==> src/rtl/instr_loader.sv <==
// instr_loader: parses an ASCII binary program stream into 32-bit words and writes them to instruction RAM
//
// Ports:
//   clk, rst_n          clock (rising edge), asynchronous active-low reset
//   start               one-cycle pulse that begins a load (ignored while busy)
//   in_valid/in_ready   byte stream handshake; in_data is the ASCII byte, in_last flags the final byte
//   mem_we/mem_ready    RAM write handshake; mem_addr/mem_wdata held until mem_ready is seen
//   busy                load in progress
//   done, error         sticky completion / abort flags, cleared by start
//   word_count          number of words written in the current load
module instr_loader #(
  parameter int                 ADDR_W    = 32,
  parameter logic [ADDR_W-1:0]  BASE_ADDR = '0,
  parameter int                 MAX_WORDS = 256
) (
  input  logic              clk,
  input  logic              rst_n,
  input  logic              start,
  input  logic              in_valid,
  output logic              in_ready,
  input  logic [7:0]        in_data,
  input  logic              in_last,
  output logic              mem_we,
  output logic [ADDR_W-1:0] mem_addr,
  output logic [31:0]       mem_wdata,
  input  logic              mem_ready,
  output logic              busy,
  output logic              done,
  output logic              error,
  output logic [15:0]       word_count
);
  typedef enum logic [2:0] {S_IDLE, S_LOAD, S_WRITE, S_DONE, S_ERROR} state_t;
  state_t      state, nxt;
  logic [31:0] shreg;
  logic [5:0]  cnt, cnt_after;
  logic        last;
  logic        accept, digit, nl, cr, bad, full, wr, fin, err_last, cap, idle_like;

  assign idle_like = state == S_IDLE || state == S_DONE || state == S_ERROR;
  assign accept    = in_valid && state == S_LOAD;
  assign digit     = in_data == 8'h30 || in_data == 8'h31;
  assign nl        = in_data == 8'h0A;
  assign cr        = in_data == 8'h0D;
  assign cnt_after = cnt + {5'd0, digit};
  assign full      = cnt_after == 6'd32;
  // A byte is malformed on its own, before in_last is considered
  assign bad       = !(digit || nl || cr) || (digit && cnt == 6'd32) || (nl && cnt != 6'd0 && cnt != 6'd32);
  // A complete word is written on its newline, or on in_last when no newline follows
  assign wr        = !bad && full && (nl || in_last);
  assign fin       = !bad && in_last && cnt_after == 6'd0;
  assign err_last  = !bad && in_last && !full && cnt_after != 6'd0;
  assign cap       = word_count == 16'(MAX_WORDS);

  always_ff @(posedge clk or negedge rst_n)
    if (!rst_n) state <= S_IDLE;
    else state <= nxt;

  always_comb begin
    nxt = state;
    case (state)
      S_IDLE, S_DONE, S_ERROR: nxt = start ? S_LOAD : state;
      S_LOAD: if (accept) nxt = (bad || err_last) ? S_ERROR : wr ? (cap ? S_ERROR : S_WRITE) : fin ? S_DONE : S_LOAD;
      S_WRITE: if (mem_ready) nxt = last ? S_DONE : S_LOAD;
      default: nxt = S_IDLE;
    endcase
  end

  always_comb begin
    in_ready  = state == S_LOAD;
    mem_we    = state == S_WRITE;
    busy      = state == S_LOAD || state == S_WRITE;
    done      = state == S_DONE;
    error     = state == S_ERROR;
    mem_wdata = shreg;
  end

  always_ff @(posedge clk or negedge rst_n)
    if (!rst_n) begin
      shreg      <= '0;
      cnt        <= '0;
      word_count <= '0;
      mem_addr   <= BASE_ADDR;
      last       <= 1'b0;
    end else if (start && idle_like) begin
      shreg      <= '0;
      cnt        <= '0;
      word_count <= '0;
      mem_addr   <= BASE_ADDR;
      last       <= 1'b0;
    end else if (accept) begin
      if (digit) shreg <= {shreg[30:0], in_data[0]};
      cnt  <= cnt_after;
      last <= in_last;
    end else if (state == S_WRITE && mem_ready) begin
      mem_addr   <= mem_addr + ADDR_W'(4);
      word_count <= word_count + 16'd1;
      cnt        <= '0;
    end
endmodule
==> config.mk <==
export PLATFORM = sky130hd
export DESIGN_NAME = instr_loader
export DESIGN_NICKNAME = d
export VERILOG_FILES = /design/src/rtl/instr_loader.sv
export SDC_FILE = /design/constraint.sdc
export NUM_CORES = 1
export LEC_CHECK = 0
export BUFFER_PORTS_ARGS = -buffer_cell sky130_fd_sc_hd__clkbuf_2
export CAP_MARGIN = 20
export CELL_PAD_IN_SITES_DETAIL_PLACEMENT = 0
export CELL_PAD_IN_SITES_GLOBAL_PLACEMENT = 2
export CORE_ASPECT_RATIO = 0.5
export CORE_MARGIN = 8
export CORE_UTILIZATION = 31
export CTS_BUF_LIST = sky130_fd_sc_hd__clkbuf_8
export DETAILED_ROUTE_END_ITERATION = 8
export GPL_ROUTABILITY_DRIVEN = 0
export PLACE_DENSITY_LB_ADDON = 0.1
export SYNTH_ARGS = -nofsm -noshare
export SYNTH_HDL_FRONTEND = slang
export SYNTH_SLANG_ARGS = --single-unit
==> constraint.sdc <==
create_clock -name clk -period 2 [get_ports clk]
set_input_delay 0.1 -clock clk [delete_from_list [all_inputs] [get_ports clk]]
set_output_delay 0.1 -clock clk [all_outputs]
set_load 0.01 [all_outputs]
==> impl_metrics.ini <==
[outcome]
status = finished clean

[route]
wl_per_cell_um = 16.0
num_vias = 3646
post-route-drc-count = 0
post_drt_via_cell_ratio = 4.80
antenna_left = 0
drt-initial-drc-count = 164
wirelength_mm = 12.1
drt-pass1-iter-count = 5

[cells_and_area]
instances_no_fill = 759
postLayoutCellArea_mm2 = 0.00562
layout-drive-gt1-share_pct = 34.4
final_cell_mix = 95 x clkbuf_2, 85 x dfrtp_1, 54 x buf_4
n_fill_cell = 1382
final_common_cell = clkbuf_2
nNetsFinal = 581
area_growth_pct = 30.7
diodes = 0
multiInputGateArea_mm2 = 0.00202
seq_area_mm2 = 0.00221

[run]
maxCapViolCount = 0

[floorplanning]
floorplan.initialDensity_pct = 31.7
die_h_um = 99.2
fp.dieW_um = 182
rows = 30
io_pins = 99
die-area_mm2 = 0.0181
coreArea_mm2 = 0.0136

[sta]
period_needed_ps = 1910
clock_skew_ps = 13.7
setup_violations = 0
setup_tns_ps = 0
hold_violations = 0
setup_ws_ps = 88.5
fin_crit_sh_pct = 95.6
clock.fmax_ghz = 0.523
slew_violations = 0
rsz0062_at_grt = false

[synth]
synth_edf_count = 0
synth-async-reset-ratio_pct = 100
synth_seq_cells = 88
avgSynthCellArea_um2 = 10.4
synth_area_mm2 = 0.00430
syn_inst = 415
yosysWarnings = 0
ys.flop_type = dfrtp_1
synth.distinct_cells = 55
seq_area_frac_synth_pct = 51.3

[critical_path]
critPathKind = flip-flop to flip-flop
path_max_fanout = 6
path_cells = and4bb_4, nand2_4, or3_4, buf_4, o31ai_1, a21oi_2
cp.required_ps = 2250
cp-start-kind = flip-flop
cp.arrival_ps = 2160
path_delay_family = simple AND/OR/NAND/NOR gates
critical_path_buf_inv_count = 1
crit_path_end_kind = flip-flop
max_stage_delay_ps = 450
cp_slowest_cell = dfrtp_2

[pwr]
leakage_nw = 2.69
pwr-share-seq_pct = 52.5
comb_power_share_pct = 12.4
power.internal_mw = 2.44
total_power_mw = 3.45
p_per_area_mw_per_mm2 = 615
swShare_pct = 29.4
power_switching_mw = 1.02
power_frac_clock_pct = 35.2
peakVddDrop_mv = 0.287

[place]
dp_hpwl_mm = 8.90
dp_cells = 737
placed_area_mm2 = 0.00533
post-place-ws_ps = -220
port_buffers = 96

[grt]
gr-usage-all-layers_pct = 13.6
grt_max_degree = 51
grt_pass1_vias = 3710
gr-total-overflow = 0
grt_pass1_wl_mm = 20.0
antenna_found_initial = 0

[clocking]
clk_pin_slew_ps = 100
worst_skew_pair.late_latency_ps = 370
cts_tree = yes
clock-root-buffer = clkbuf_8
numCtsBuffers = 9
htreeDepth = 3
clock-sinks = 88
clockBufferDepth = 2

[min_path]
worst_hold_path_type = input port to flip-flop
## power groups by stage
stage          registers, mW  clock network (mW)  logic [mW]
2_1_floorplan           1.84                   0       0.221
3_3_place_gp            1.84                   0       0.428
3_5_place_dp            1.84                   0       0.425
4_1_cts                 1.81                1.28       0.432
5_1_grt                 1.82                1.35       0.470
6_report                1.81                1.21       0.427
## per-layer routing
layer  part of all wire, %  up-vias  GRT usage, %  routed length, um
met5                     0        -             0                  0
met2                    44       75          20.9               5320
met3                   4.8        7          4.11                581
met1                    51     1758          18.5               6160
met4                  0.54        0          2.63                 65
li1                      -     1806             -                  -
## flip-flops by register name (all words and copies together) (netlist names)
| signal | cells |
|---|---|
| word_count | 16 |
| state | 3 |
| last | 1 |
| mem_addr | 30 |
| mem_wdata | 32 |
| cnt | 6 |
## logic make-up after synthesis
family / synth area share [%]
buf+inv: 3.15
compound gates: 13.7
xor+xnor: 7.34
fa+ha+maj: 1.46
flops: 51.3
mux: 0.466
simple gates: 22.6
other cells: 0.0873
## repair_timing
item	CTS	global route
hold buffers	2	0
gates resized for setup	2	12
buffers inserted	0	4
pin swaps	0	6
endpoints found under the hold margin	89	0
endpoints found under the setup margin	2	7
## final timing paths
| check | startpoint | endpoint | slack [ps] | depth (start not counted) |
|---|---|---|---|---|
| worst max-delay path | state[0] | mem_addr[31] | 90 | 6 |
| worst min-delay path | in_last | state[1] | 90 | 3 |
| worst max register to register | state[0] | mem_addr[31] | 90 | 6 |
| worst min register to register | mem_wdata[31] | mem_wdata[31] | 510 | 1 |
| max in group asynchronous | rst_n | state[1] | 1260 | 3 |
| min in group asynchronous | rst_n | mem_addr[24] | 100 | 2 |
## per-stage QoR
stage	util [%]	hold slack (ps)
after floorplan	-	-196
after global placement	39.3	-43.2
after detailed placement	39.3	-42.1
after CTS	40.9	69.6
after global routing	41.4	109
final	41.4	92.2
## cell usage after synthesis (all sizes together) (3+ instances only)
cell	instances	area share, %
a21oi	12	1.4
a22o	35	7.1
and2	4	0.58
and3	4	0.64
and4	7	1.6
buf	4	0.58
clkbuf	13	1.6
dfrtp	88	51
ha	5	1.5
inv	11	0.96
nand2	27	2.4
nand2b	4	0.58
nand3	21	2.7
nand4	13	2.2
nor2	47	4.1
nor3	11	1.3
nor4	9	1.3
nor4b	3	0.61
o21ai	17	2.0
o31ai	5	0.87
or3	8	1.3
or4	4	0.70
xnor2	17	3.5
xor2	19	3.9
## worst register-to-register path: stages, from the launching register on
cell and delay [ps]:
dfrtp_2 450, and4bb_4 400, nand2_4 50, or3_4 390
buf_4 140, o31ai_1 280, a21oi_2 90
## area by class of cell
cell class                 count  area share [%]
sequential                    88            39.3
multi-input combinational    300            36.0
timing repair buffer         152            16.4
tap                          192            4.28
clock buffer                   9            2.21
clock inverter                 7            1.11
inverter                      11           0.735
Power figures use the tool's default switching activity.
